### src/rtl/eth_mac_pkg.sv
`timescale 1ns/1ps
// eth_mac_pkg: Ethernet MAC constants, RX framer state encoding and the
// byte-wise reflected CRC-32 helper shared by the RX and TX paths.
package eth_mac_pkg;

  localparam logic [7:0]  ETH_PREAMBLE_BYTE = 8'h55;
  localparam logic [7:0]  ETH_SFD_BYTE      = 8'hD5;

  localparam logic [31:0] CRC32_POLY_REFL   = 32'hEDB88320;
  localparam logic [31:0] CRC32_INIT        = 32'hFFFFFFFF;
  localparam logic [31:0] CRC32_RESIDUE     = 32'hDEBB20E3;

  typedef enum logic [2:0] {
    IDLE     = 3'd0,
    PREAMBLE = 3'd1,
    PAYLOAD  = 3'd2,
    END      = 3'd3,
    DROP     = 3'd4
  } rx_state_t;

  // Reflected CRC-32 advanced by one byte, LSB first, no final XOR.
  function automatic logic [31:0] crc32_byte_update(input logic [31:0] crc,
                                                    input logic [7:0]  data);
    logic [31:0] c;
    c = crc ^ {24'h0, data};
    for (int i = 0; i < 8; i++) begin
      c = c[0] ? ((c >> 1) ^ CRC32_POLY_REFL) : (c >> 1);
    end
    return c;
  endfunction

endpackage

### src/rtl/eth_crc32_byte.sv
`timescale 1ns/1ps
// eth_crc32_byte: combinational next-CRC from current CRC and one byte.
module eth_crc32_byte
  import eth_mac_pkg::*;
(
  input  logic [31:0] crc_in,
  input  logic [7:0]  data_in,
  output logic [31:0] crc_out
);

  assign crc_out = crc32_byte_update(crc_in, data_in);

endmodule

### src/rtl/eth_mac_rx_framer.sv
`timescale 1ns/1ps
// eth_mac_rx_framer: strips preamble/SFD, checks and removes the FCS, and
// emits frame bytes as an AXI-Stream source (no backpressure).
// Optional length checking is enabled by defining ETH_RX_LEN_CHECK_EN.
module eth_mac_rx_framer
  import eth_mac_pkg::*;
#(
  parameter int MIN_FRAME_LEN = 64,
  parameter int MAX_FRAME_LEN = 1518,
  parameter int PIPE_DEPTH    = 5
) (
  input  logic       clk,
  input  logic       reset,
  input  logic       rx_en,
  input  logic [7:0] rx_data,
  input  logic       rx_dv,
  input  logic       rx_er,
  output logic [7:0] m_axis_tdata,
  output logic       m_axis_tvalid,
  output logic       m_axis_tlast,
  output logic       m_axis_tuser,
  output logic       stat_frame_good,
  output logic       stat_frame_bad,
  output logic       stat_crc_err
);

  localparam logic [2:0] S_IDLE     = 3'(IDLE);
  localparam logic [2:0] S_PREAMBLE = 3'(PREAMBLE);
  localparam logic [2:0] S_PAYLOAD  = 3'(PAYLOAD);
  localparam logic [2:0] S_END      = 3'(END);
  localparam logic [2:0] S_DROP     = 3'(DROP);
  localparam logic [2:0] PIPE_FULL  = 3'(PIPE_DEPTH);

  logic [2:0]  state_q, state_d;
  logic [31:0] crc_q, crc_d, crc_next;
  logic [7:0]  pipe_q [PIPE_DEPTH];
  logic [7:0]  pipe_d [PIPE_DEPTH];
  logic [2:0]  pipe_cnt_q, pipe_cnt_d;
  logic        err_q, err_d;
  logic [7:0]  tdata_q, tdata_d;
  logic        tvalid_q, tvalid_d, tlast_q, tlast_d, tuser_q, tuser_d;
  logic        good_q, good_d, bad_q, bad_d, crc_err_q, crc_err_d;
  logic        crc_bad, len_bad, frame_bad;

  eth_crc32_byte u_crc (
    .crc_in  (crc_q),
    .data_in (rx_data),
    .crc_out (crc_next)
  );

`ifdef ETH_RX_LEN_CHECK_EN
  localparam logic [15:0] MIN_LEN16 = 16'(MIN_FRAME_LEN);
  localparam logic [15:0] MAX_LEN16 = 16'(MAX_FRAME_LEN);
  logic [15:0] byte_cnt_q, byte_cnt_d;

  assign len_bad = (byte_cnt_q < MIN_LEN16) || (byte_cnt_q > MAX_LEN16);

  // Saturating count of bytes after the SFD, FCS included
  always_ff @(posedge clk or posedge reset) begin
    if (reset) byte_cnt_q <= '0;
    else       byte_cnt_q <= byte_cnt_d;
  end
`else
  assign len_bad = 1'b0;
`endif

  assign crc_bad   = (crc_q != CRC32_RESIDUE);
  assign frame_bad = err_q | crc_bad | len_bad | (pipe_cnt_q != PIPE_FULL);

  // Framing FSM: next state, CRC, delay line and one-cycle output pulses
  always_comb begin
    state_d    = state_q;
    crc_d      = crc_q;
    pipe_d     = pipe_q;
    pipe_cnt_d = pipe_cnt_q;
    err_d      = err_q;
    tdata_d    = 8'h00;
    tvalid_d   = 1'b0;
    tlast_d    = 1'b0;
    tuser_d    = 1'b0;
    good_d     = 1'b0;
    bad_d      = 1'b0;
    crc_err_d  = 1'b0;
`ifdef ETH_RX_LEN_CHECK_EN
    byte_cnt_d = byte_cnt_q;
`endif
    case (state_q)
      S_IDLE: begin
        if (rx_en && rx_dv) begin
          state_d = (rx_data == ETH_PREAMBLE_BYTE) ? S_PREAMBLE : S_DROP;
        end
      end
      S_PREAMBLE: begin
        if (rx_en) begin
          if (!rx_dv) begin
            state_d = S_IDLE;
          end else if (rx_er) begin
            state_d = S_DROP;
          end else if (rx_data == ETH_PREAMBLE_BYTE) begin
            state_d = S_PREAMBLE;
          end else if (rx_data == ETH_SFD_BYTE) begin
            state_d    = S_PAYLOAD;
            crc_d      = CRC32_INIT;
            pipe_cnt_d = '0;
            err_d      = 1'b0;
`ifdef ETH_RX_LEN_CHECK_EN
            byte_cnt_d = '0;
`endif
          end else begin
            state_d = S_DROP;
          end
        end
      end
      S_PAYLOAD: begin
        if (rx_en && rx_dv) begin
          crc_d     = crc_next;
          pipe_d[0] = rx_data;
          for (int i = 1; i < PIPE_DEPTH; i++) pipe_d[i] = pipe_q[i-1];
          // Pipe full: the byte falling out the far end is known not to be FCS
          if (pipe_cnt_q == PIPE_FULL) begin
            tvalid_d = 1'b1;
            tdata_d  = pipe_q[PIPE_DEPTH-1];
          end else begin
            pipe_cnt_d = pipe_cnt_q + 3'd1;
          end
          if (rx_er) err_d = 1'b1;
`ifdef ETH_RX_LEN_CHECK_EN
          byte_cnt_d = (byte_cnt_q == 16'hFFFF) ? byte_cnt_q : byte_cnt_q + 16'd1;
          if (byte_cnt_d > MAX_LEN16) err_d = 1'b1;
`endif
        end else if (rx_en) begin
          // End of frame: the oldest pipe byte is the last data byte, rest is FCS
          if (pipe_cnt_q == PIPE_FULL) begin
            tvalid_d = 1'b1;
            tlast_d  = 1'b1;
            tdata_d  = pipe_q[PIPE_DEPTH-1];
            tuser_d  = frame_bad;
          end
          good_d    = ~frame_bad;
          bad_d     = frame_bad;
          crc_err_d = crc_bad;
          state_d   = S_END;
        end
      end
      S_END: begin
        // Any byte arriving here is ignored; the next one is judged in IDLE
        pipe_cnt_d = '0;
        err_d      = 1'b0;
`ifdef ETH_RX_LEN_CHECK_EN
        byte_cnt_d = '0;
`endif
        state_d    = S_IDLE;
      end
      S_DROP: begin
        if (rx_en && !rx_dv) begin
          bad_d   = 1'b1;
          state_d = S_IDLE;
        end
      end
      default: state_d = S_IDLE;
    endcase
  end

  // Control state, CRC and registered outputs
  always_ff @(posedge clk or posedge reset) begin
    if (reset) begin
      state_q    <= S_IDLE;
      crc_q      <= CRC32_INIT;
      pipe_cnt_q <= '0;
      err_q      <= 1'b0;
      tdata_q    <= '0;
      tvalid_q   <= 1'b0;
      tlast_q    <= 1'b0;
      tuser_q    <= 1'b0;
      good_q     <= 1'b0;
      bad_q      <= 1'b0;
      crc_err_q  <= 1'b0;
    end else begin
      state_q    <= state_d;
      crc_q      <= crc_d;
      pipe_cnt_q <= pipe_cnt_d;
      err_q      <= err_d;
      tdata_q    <= tdata_d;
      tvalid_q   <= tvalid_d;
      tlast_q    <= tlast_d;
      tuser_q    <= tuser_d;
      good_q     <= good_d;
      bad_q      <= bad_d;
      crc_err_q  <= crc_err_d;
    end
  end

  for (genvar gi = 0; gi < PIPE_DEPTH; gi++) begin : g_pipe
    // One stage of the byte delay line that hides the trailing FCS
    always_ff @(posedge clk or posedge reset) begin
      if (reset) pipe_q[gi] <= '0;
      else       pipe_q[gi] <= pipe_d[gi];
    end
  end

  assign m_axis_tdata    = tdata_q;
  assign m_axis_tvalid   = tvalid_q;
  assign m_axis_tlast    = tlast_q;
  assign m_axis_tuser    = tuser_q;
  assign stat_frame_good = good_q;
  assign stat_frame_bad  = bad_q;
  assign stat_crc_err    = crc_err_q;

endmodule
### config.mk
export PLATFORM = sky130hd
export DESIGN_NAME = eth_mac_rx_framer
export DESIGN_NICKNAME = d
export VERILOG_FILES = /design/src/rtl/eth_mac_pkg.sv /design/src/rtl/eth_crc32_byte.sv /design/src/rtl/eth_mac_rx_framer.sv
export SDC_FILE = /design/constraint.sdc
export NUM_CORES = 1
export LEC_CHECK = 0
export CORE_MARGIN = 1.5
export CORE_UTILIZATION = 37
export CTS_CLUSTER_SIZE = 25
export DETAILED_ROUTE_END_ITERATION = 10
export PLACE_DENSITY = 0.53
export SYNTH_ARGS = -nofsm -noshare
export SYNTH_HDL_FRONTEND = slang
export SYNTH_HIERARCHICAL = 1
export SYNTH_SLANG_ARGS = --single-unit
### constraint.sdc
create_clock -name clk -period 8.2 [get_ports clk]
set_input_delay 1.64 -clock clk [delete_from_list [all_inputs] [get_ports clk]]
set_output_delay 1.64 -clock clk [all_outputs]
set_load 0.05 [all_outputs]
==> summary.md, run 1 <==
| Metric | Value |
|---|---|
| Status | `completed` |
| Hold/Removal Path Class | `reg2reg` |
| EDFF count, synth | `0` |
| P per Cell Area | `227 nW/um2` |
| Total CTS buffers | `9` |
| Combinational share of power | `18.0%` |
| Vias in the first global route | `2,772` |
| Clock Latency Late Sink | `between 0.3 and 0.4 ns` |
| Clk_skew | `between 0.01 and 0.015 ns` |
| First-pass GRT wire length | `14.8 mm` |
| Clock power share | `38.8%` |
| GRT Residual Overflow | `0` |
| Crit path launch type | `primary input` |
| F_max | `0.287 GHz` |
| Crit-path slowest cell | `clkdlybuf4s50_1` |
| Die area | `12,800 um2` |
| Area Overhead vs Synth | `15.2%` |
| Vias per cell | `4.93` |
| CTS clk-pin slew, worst paths | `0.07 ns` |
| CP max FO | `7` |
| Final hold viol count | `0` |
| IO buf count | `26` |
| Period utilization | `42.5%` |
| Worst Hold Slack | `0.464 ns` |
| Setup_tns | `0 ns` |
| Worst Max-Slew Pin Slew | `0.911 ns` |
| Maximum vdd ir drop | `102 uV` |
| GP Congestion | `0.810` |
| Clock sink count | `93` |
| Hold-critical path depth | `2` |
| Final nets | `453` |
| RSZ-0062 raised after global routing | `false` |
| Final Max Slew Viols | `0` |
| WP buf/inv | `1` |
| Switching power | `316 uW` |
| Power Internal | `861 uW` |
| Syn Area/Cell | `10.8 um2` |
| Initial antenna violation count | `0` |
| Row cnt | `40` |
| Global Route Usage Sum | `14.9%` |
| Syn nets | `431` |
| DP HPWL | `5.68 mm` |
| Synth warnings | `6` |
| Primary FF master, synth | `dfrtp_1` |
| Die X | `113 um` |
| Final Power | `1.18 mW` |
| Commonest non-fill, non-tap cell in the layout | `nand2_1` |
| Worst setup EP type | `flop` |
| DRT Pass-1 Iters | `4` |
| Largest net degree at the start of global routing | `75` |
| CTS resizes | `0` |
| CTS Hold Bufs | `0` |
| Clk buf depth | `2` |
| # H-tree levels | `3` |
| Critical Path AT | `between 3 and 4 ns` |
| Synth cell types | `46` |
| Starting density of the core | `37.6%` |
| Total Wirelength | `8.91 mm` |
| Slew HR | `39.1%` |
| Setup bufs post-CTS | `0` |
| Final setup violation count | `0` |
| N_diodes | `0` |
| Sequential power share | `43.2%` |
| CP top delay family | `XOR/XNOR gates` |
| Drt wl/cell | `15.1 um` |
| FF-to-FF path depth | `6` |
| Layout cells sized above 1 | `a little under a fifth` |
| Post-synthesis async set-or-reset flop share | `100%` |
| Most frequent cells in the layout | `nand2_1 (130), dfrtp_1 (61), xnor2_1 (44)` |
| Cell Area, Synth | `between 4000 and 5000 um2` |
| Cell chain of the critical path | `clkdlybuf4s50_1, xor2_4, xnor3_2, xor2_1, xnor2_1, o22a_2` |
| Synth Instances | `416` |
| Final instance count without filler cells | `590` |
| Placed cell count | `574` |
| Sw Ratio | `26.8%` |
| Core area | `12,000 um2` |
| Residual DRC | `0` |
| Detail Route Antenna Nets | `0` |
| Synth Register Bits | `93` |
| Root buf cell | `clkbuf_16` |
| Fill count | `approximately 1,100` |
| Initial DRC Count | `188` |
| Critical path type | `in2reg` |
| Crit path time final | `3.49 ns` |
| I/O Pins | `27` |
| Slowest cell delay on critical path | `0.61 ns` |
| CP required | `8.48 ns` |
| CP Depth | `6` |
| Sequential area share after synthesis | `52.6%` |
| Pleak | `approximately 2.3 nW` |
| Die H | `113 um` |
| Max Cap Viol | `0` |
| Total number of vias | `2,910` |
| CTS tree | `yes` |
[cell type report]
cell class	instances	area (um2)	area share, %
sequential	93	2370	45.7
tap	147	184	3.55
timing repair buffer	29	283	5.46
clock inverter	6	93.8	1.81
multi-input combinational	300	2010	38.7
inverter	5	20.0	0.386
clock buffer	10	229	4.42
[worst paths after layout]
path | startpoint | endpoint | slack [ns]
worst max register to register | state_q[1] | crc_q[31] | 6.01
worst min-delay path | pipe_q[17] | pipe_q[9] | 0.46
worst max-delay path | rx_data[0] | crc_q[19] | 4.71
worst min register to register | pipe_q[17] | pipe_q[9] | 0.46
min in group asynchronous | reset | m_axis_tdata[3] | 1.60
max in group asynchronous | reset | err_q | 5.41
[metrics by stage]
step / utilization (%) / worst slack, ns / area (um2)
after global routing: 43.3 / 4.60 / 5180
final: 43.3 / 4.71 / 5180
after detailed placement: 40.6 / 4.34 / 4860
after global placement: 40.6 / 4.34 / 4860
after CTS: 43.3 / 4.72 / 5180
after floorplan: - / 4.19 / 4500
[worst register-to-register path, delay by kind of cell, from the launching register on]
family	cells	cell delay, ns
AO/OA/AOI/OAI	2	0.41
buffers and inverters	2	0.87
flip-flops	1	0.52
AND/OR/NAND/NOR	2	0.30
[synthesized netlist by cell type, types with 2 or more instances]
master	count	area share, %
nand2_1	131	11
dfrtp_1	61	34
xnor2_1	44	8.6
dfstp_2	32	19
o22a_1	16	3.1
o22a_2	16	3.6
xor2_1	16	3.1
buf_2	11	1.2
and2_1	9	1.3
xnor2_2	7	2.5
o21ai_0	6	0.67
inv_1	5	0.42
nand4b_1	5	0.97
a21oi_1	4	0.44
buf_6	4	1.0
nor2b_1	4	0.56
nor4_1	4	0.56
clkbuf_1	3	0.25
a31oi_1	2	0.28
and4b_1	2	0.44
ha_1	2	0.56
nand2b_1	2	0.28
nand3_1	2	0.22
nand4_1	2	0.28
nor2_1	2	0.17
nor4b_1	2	0.39
o22ai_1	2	0.28
or3_1	2	0.28
[sequential cells by signal, summed over array words and instances (netlist names)]
register / count
err_q: 1
m_axis_tdata: 8
pipe_cnt_q: 3
crc_q: 32
m_axis_tvalid: 1
state_q: 3
stat_crc_err: 1
m_axis_tuser: 1
stat_frame_bad: 1
m_axis_tlast: 1
pipe_q: 40
stat_frame_good: 1
[routing by layer]
layer | wire length (um) | global-route usage, %
met5 | 0 | 0
met3 | 283 | 2.95
met1 | 4850 | 23.1
met2 | 3580 | 19.6
met4 | 194 | 7.25
[power groups by stage]
stage	clock, mW	combinational [mW]	sequential, mW
floorplan	0	0.173	0.509
finish	0.456	0.212	0.508
detailed placement	0	0.212	0.516
global route	0.485	0.231	0.511
global placement	0	0.213	0.516
CTS	0.472	0.214	0.508
[kinds of logic (layout without fill, tap and decap cells)]
family / count (synthesis) / after routing / synth area share [%]
compound gates: 54 / 54 / 10.1
xor+xnor: 70 / 70 / 15.8
fa+ha+maj: 2 / 2 / 0.556
buf+inv: 23 / 50 / 2.89
flops: 93 / 93 / 52.6
simple gates: 174 / 174 / 18.0
(Power assumes the default switching activity.)
==> inputs of run 2 (changes only) <==
- PLACE_DENSITY: 0.53 -> 0.55
- clock period: 8.2 -> 2.9 ns (I/O delays scaled with it)
==> summary.md, run 2 (synthesized netlist as in run 1, its figures left out) <==
| Metric | Value |
|---|---|
| Final hold viol count | `0 (unchanged)` |
| CTS clk-pin slew, worst paths | `0.07 ns (about the same)` |
| GRT Residual Overflow | `0 (unchanged)` |
| # H-tree levels | `3 (unchanged)` |
| Core area | `12,000 um2 (unchanged)` |
| IO buf count | `26 (unchanged)` |
| Global Route Usage Sum | `15.5% (+0.56 points)` |
| DRT Pass-1 Iters | `4 (unchanged)` |
| Final Max Slew Viols | `0 (unchanged)` |
| Setup_tns | `0 ns (unchanged)` |
| Crit path launch type | `primary input` |
| First-pass GRT wire length | `15.5 mm (+4.4%)` |
| Worst setup EP type | `flop` |
| Max Cap Viol | `0 (unchanged)` |
| Clock Latency Late Sink | `0.35 ns (about the same)` |
| RSZ-0062 raised after global routing | `false` |
| Clk_skew | `0.00878 ns (-0.00128 ns)` |
| CTS resizes | `0 (unchanged)` |
| Final setup violation count | `0 (unchanged)` |
| FF-to-FF Start | `crc_q[0]` |
| Clock sink count | `93 (unchanged)` |
| Largest net degree at the start of global routing | `94 (+25%)` |
| Initial DRC Count | `275 (+46%)` |
| Die area | `12,800 um2 (unchanged)` |
| Maximum vdd ir drop | `336 uV (+230%)` |
| Status | `completed` |
| N_diodes | `0 (unchanged)` |
| Die X | `113 um (unchanged)` |
| Worst Hold Endpoint | `pipe_q[19]` |
| Slowest cell delay on critical path | `0.52 ns (-0.09 ns)` |
| Total CTS buffers | `9 (unchanged)` |
| Critical Path AT | `2.61 ns (-1.16 ns)` |
| GP Congestion | `0.812 (+0.33%)` |
| FF-to-FF path depth | `5 (-1)` |
| FF-to-FF End | `crc_q[19]` |
| Pleak | `2.32 nW (+2.1%)` |
| F_max | `0.429 GHz` |
| DP HPWL | `5.99 mm (+5.4%)` |
| Max reg flops | `40 (unchanged)` |
| Residual DRC | `0 (unchanged)` |
| Vias in the first global route | `2,926 (+5.6%)` |
| Critical path type | `in2reg` |
| CP max FO | `5 (-2)` |
| Most frequent cells in the layout | `nand2_1 (130), dfrtp_1 (61), xnor2_1 (44)` |
| CP required | `3.18 ns (-5.30 ns)` |
| Cell chain of the critical path | `clkdlybuf4s50_1, xnor2_2, xnor3_2, xor2_1, xnor2_1, o22a_2` |
| Worst Hold Slack | `0.465 ns (+0.00114 ns)` |
| Vias per cell | `4.90 (-0.65%)` |
| Biggest register | `pipe_q` |
| Area Overhead vs Synth | `17.2%` |
| Crit path time final | `2.33 ns` |
| CTS Hold Bufs | `0 (unchanged)` |
| Period utilization | `roughly four fifths` |
| Commonest non-fill, non-tap cell in the layout | `nand2_1` |
| Drt wl/cell | `15.3 um (+1.2%)` |
| Row cnt | `40 (unchanged)` |
| Layout cells sized above 1 | `20.8% (+1.8 points)` |
| Total Wirelength | `9.17 mm (+2.9%)` |
| Total number of vias | `2,940 (+1.0%)` |
| Die H | `113 um (unchanged)` |
| Setup WS post-layout | `0.571 ns (-4.14 ns)` |
| I/O Pins | `27 (unchanged)` |
| DP Worst Slack | `0.222 ns (-4.11 ns)` |
| Clk buf depth | `2 (unchanged)` |
| Crit-path slowest cell | `xnor3_2` |
| Setup bufs post-CTS | `0 (unchanged)` |
| Hold/Removal Path Class | `reg2reg` |
| Worst Max-Slew Pin Slew | `0.645 ns (-0.266 ns)` |
| Hold-critical path depth | `2 (unchanged)` |
| Detail Route Antenna Nets | `0 (unchanged)` |
| CTS tree | `yes` |
| P per Cell Area | `620 nW/um2 (+170%)` |
| Slew HR | `56.7% (+18 points)` |
| Starting density of the core | `37.6% (unchanged)` |
| Initial antenna violation count | `0 (unchanged)` |
| Fill count | `1,154 (+1.1%)` |
| Final nets | `463 (+2.2%)` |
| Root buf cell | `clkbuf_16` |
| Reg-to-reg setup timing slack | `0.85 ns (-5.16 ns)` |
| Hold path start | `pipe_q[27]` |
==> run 2: cell count changes in the layout (fill, tap and decap cells not counted), sizes merged <==
cell / change
buf: +10
bufinv: -1
clkinvlp: +1
==> run 2: power by group <==
group          switching (mW)  internal (mW)  leakage (nW)  total (mW)
Clock                   0.521          0.676         0.144        1.20
Combinational           0.315          0.317          1.01       0.632
Sequential             0.0606           1.38          1.17        1.44
==> run 2: per-layer routing <==
| metal | GRT usage, % | vias up | wire (um) |
|---|---|---|---|
| li1 | - | 1450 | - |
| met4 | 5.75 | 0 | 158 |
| met1 | 22.7 | 1430 | 4690 |
| met2 | 22.1 | 48 | 3990 |
| met3 | 3.75 | 12 | 335 |
| met5 | 0 | - | 0 |
==> run 2: critical path, delay by kind of cell <==
| family | cells | cell delay, ns |
|---|---|---|
| AO/OA/AOI/OAI | 1 | 0.24 |
| buffers and inverters | 1 | 0.48 |
| XOR/XNOR | 4 | 1.31 |
==> run 2: worst max path at each step <==
stage	endpoint	cells after the start	startpoint
after detailed placement	crc_q[19]	6	rx_data[5]
final	crc_q[19]	6	rx_data[5]
after global routing	crc_q[19]	6	rx_data[0]
after global placement	crc_q[19]	6	rx_data[0]
after floorplan	crc_q[19]	5	rx_data[6]
after CTS	crc_q[19]	6	rx_data[5]
==> run 2: final cells by class <==
cell class	count	area [um2]	area share (%)
inverter	5	22.5	0.427
multi-input combinational	300	2010	38.0
clock inverter	6	68.8	1.31
tap	147	184	3.49
timing repair buffer	39	395	7.50
sequential	93	2370	44.9
clock buffer	10	229	4.34
==> run 2: stage by stage <==
step | power [mW] | instance area (um2) | std cells | utilization, %
after detailed placement | 2.09 | 4970 | 584 | 41.6
after global routing | 3.42 | 5270 | 600 | 44.1
after global placement | 2.09 | 4970 | 584 | 41.6
after floorplan | 1.93 | 4500 | 416 | -
final | 3.27 | 5270 | 600 | 44.1
after CTS | 3.32 | 5270 | 600 | 44.1
==> inputs of run 3 (changes only) <==
- PLACE_DENSITY: 0.55 -> 0.53
- clock period: 2.9 -> 2.3 ns (I/O delays scaled with it)
==> summary.md, run 3 (synthesized netlist as in run 1, its figures left out) <==
| Metric | Value |
|---|---|
| Root buf cell | `clkbuf_16` |
| Hold/Removal Path Class | `reg2reg` |
| DP HPWL | `6.53 mm (+9.1%)` |
| Commonest non-fill, non-tap cell in the layout | `nand2_1` |
| Post-route cell area | `5480 um2 (+3.8%)` |
| FF-to-FF End | `crc_q[19]` |
| Worst setup EP type | `flop` |
| WP buf/inv | `1 (unchanged)` |
| CTS Hold Bufs | `0 (unchanged)` |
| Final hold viol count | `0 (unchanged)` |
| Core area | `12,000 um2 (unchanged)` |
| Row cnt | `40 (unchanged)` |
| Crit path time final | `about 2.1 ns` |
| First-pass GRT wire length | `15.9 mm (+2.9%)` |
| Final Power | `4.10 mW (+26%)` |
| DRT Pass-1 Iters | `4 (unchanged)` |
| N_diodes | `0 (unchanged)` |
| CTS tree | `yes` |
| Final nets | `489 (+5.6%)` |
| Max reg flops | `40 (unchanged)` |
| Residual DRC | `0 (unchanged)` |
| GRT Residual Overflow | `0 (unchanged)` |
| Worst Max-Slew Pin Slew | `0.611 ns (-0.0338 ns)` |
| Cell chain of the critical path | `clkdlybuf4s50_1, xor2_4, xnor3_2, xor2_1, xnor2_1, o22a_2` |
| CP max FO | `4 (-1)` |
| Setup WS post-layout | `0.221 ns (-0.350 ns)` |
| Global Route Usage Sum | `16.1% (+0.58 points)` |
| FF-to-FF Start | `crc_q[0]` |
| Clk buf depth | `2 (unchanged)` |
| Total Wirelength | `9.40 mm (+2.5%)` |
| Placed cell area | `5210 um2 (+4.7%)` |
| Die H | `113 um (unchanged)` |
| Hold path start | `pipe_q[3]` |
| Total CTS buffers | `9 (unchanged)` |
| I/O Pins | `27 (unchanged)` |
| RSZ-0062 raised after global routing | `false` |
| Max Cap Viol | `0 (unchanged)` |
| Setup bufs post-CTS | `0 (unchanged)` |
| Period utilization | `90.4%` |
| Detail Route Antenna Nets | `0 (unchanged)` |
| Status | `completed` |
| Initial DRC Count | `160 (-42%)` |
| Area Overhead vs Synth | `21.7%` |
| DP Worst Slack | `-0.144 ns (-0.367 ns)` |
| Clock Latency Late Sink | `0.35 ns (about the same)` |
| IO buf count | `26 (unchanged)` |
| Layout Utilization | `45.8% (+1.7 points)` |
| Final Max Slew Viols | `0 (unchanged)` |
| FF-to-FF path depth | `5 (unchanged)` |
| Die X | `113 um (unchanged)` |
| Most frequent cells in the layout | `nand2_1 (130), dfrtp_1 (61), xnor2_1 (44)` |
| Critical Path AT | `2.36 ns (-0.25 ns)` |
| P per Cell Area | `749 nW/um2 (+21%)` |
| Slew HR | `59.2% (+2.5 points)` |
| Final setup violation count | `0 (unchanged)` |
| Vias in the first global route | `3,091 (+5.6%)` |
| CTS clk-pin slew, worst paths | `0.06 ns (about the same)` |
| Biggest register | `pipe_q` |
| Initial antenna violation count | `0 (unchanged)` |
| Layout cells sized above 1 | `24.8% (+4.1 points)` |
| CTS resizes | `0 (unchanged)` |
| Worst Hold Slack | `0.463 ns (-0.00166 ns)` |
| Worst Hold Endpoint | `pipe_q[3]` |
| Largest net degree at the start of global routing | `42 (-55%)` |
| Crit path launch type | `primary input` |
| Crit-path slowest cell | `clkdlybuf4s50_1` |
| Die area | `12,800 um2 (unchanged)` |
| Drt wl/cell | `15.0 um (-1.7%)` |
| # H-tree levels | `3 (unchanged)` |
| Slowest cell delay on critical path | `0.60 ns (+0.08 ns)` |
| Pleak | `2.45 nW (+5.3%)` |
| Reg-to-reg setup timing slack | `0.36 ns (-0.49 ns)` |
| Starting density of the core | `37.6% (unchanged)` |
| Maximum vdd ir drop | `315 uV (-6.3%)` |
| Total number of vias | `3,070 (+4.4%)` |
| CP required | `2.59 ns (-0.59 ns)` |
| Fill count | `1,152 (-0.17%)` |
| Hold-critical path depth | `2 (unchanged)` |
| F_max | `0.481 GHz` |
| Vias per cell | `4.90 (about the same)` |
| Clk_skew | `0.00601 ns (-0.00277 ns)` |
| GP Congestion | `0.828 (+1.9%)` |
| CP top delay family | `XOR/XNOR gates` |
| Clock sink count | `93 (unchanged)` |
| Critical path type | `in2reg` |
run 3: changes by cell type in the layout (fill, tap and decap cells not counted):
cell,change
inv_6,-1
buf_4,+23
clkinv_2,+1
buf_12,+3
clkbuf_1,+1
bufinv_16,-1
run 3: stage by stage:
stage          instances  setup TNS (ns)
2_1_floorplan        416               0
3_5_place_dp         610          -0.593
4_1_cts              626               0
3_3_place_gp         610          -0.325
5_1_grt              626               0
6_report             626               0
run 3: worst register-to-register path: cells and delay by family (launching register included):
kind           cells  cell delay, ns
AO/OA/AOI/OAI      1            0.23
flip-flops         1            0.59
XOR/XNOR           4            1.06
run 3: layout make-up:
type                       count  area, um2  area share [%]
sequential                    93       2370            43.2
clock inverter                 5       35.0           0.640
timing repair buffer          65        628            11.5
inverter                       5       22.5           0.411
multi-input combinational    300       2010            36.6
clock buffer                  11        233            4.25
tap                          147        184            3.36
run 3: power breakdown:
group / switching [mW] / total [mW] / internal, mW
registers: 0.0767 / 1.81 / 1.74
logic: 0.413 / 0.911 / 0.498
clock network: 0.640 / 1.38 / 0.737
total: 1.13 / 4.10 / 2.97
run 3: layer usage:
| layer | GRT usage (%) | vias to the layer above | part of all wire (%) |
|---|---|---|---|
| li1 | - | 1501 | - |
| met1 | 22.2 | 1504 | 50 |
| met2 | 23.7 | 53 | 44 |
| met3 | 5.14 | 12 | 4.1 |
| met4 | 5.92 | 0 | 1.6 |
| met5 | 0 | - | 0 |
run 3: worst max-delay path by stage:
stage | from | to | depth (start not counted)
2_1_floorplan | crc_q[0] | crc_q[19] | 5
3_3_place_gp | rx_data[0] | crc_q[19] | 6
3_5_place_dp | rx_data[0] | crc_q[19] | 6
4_1_cts | rx_data[0] | crc_q[19] | 6
5_1_grt | rx_data[0] | crc_q[19] | 6
6_report | rx_data[0] | crc_q[19] | 6
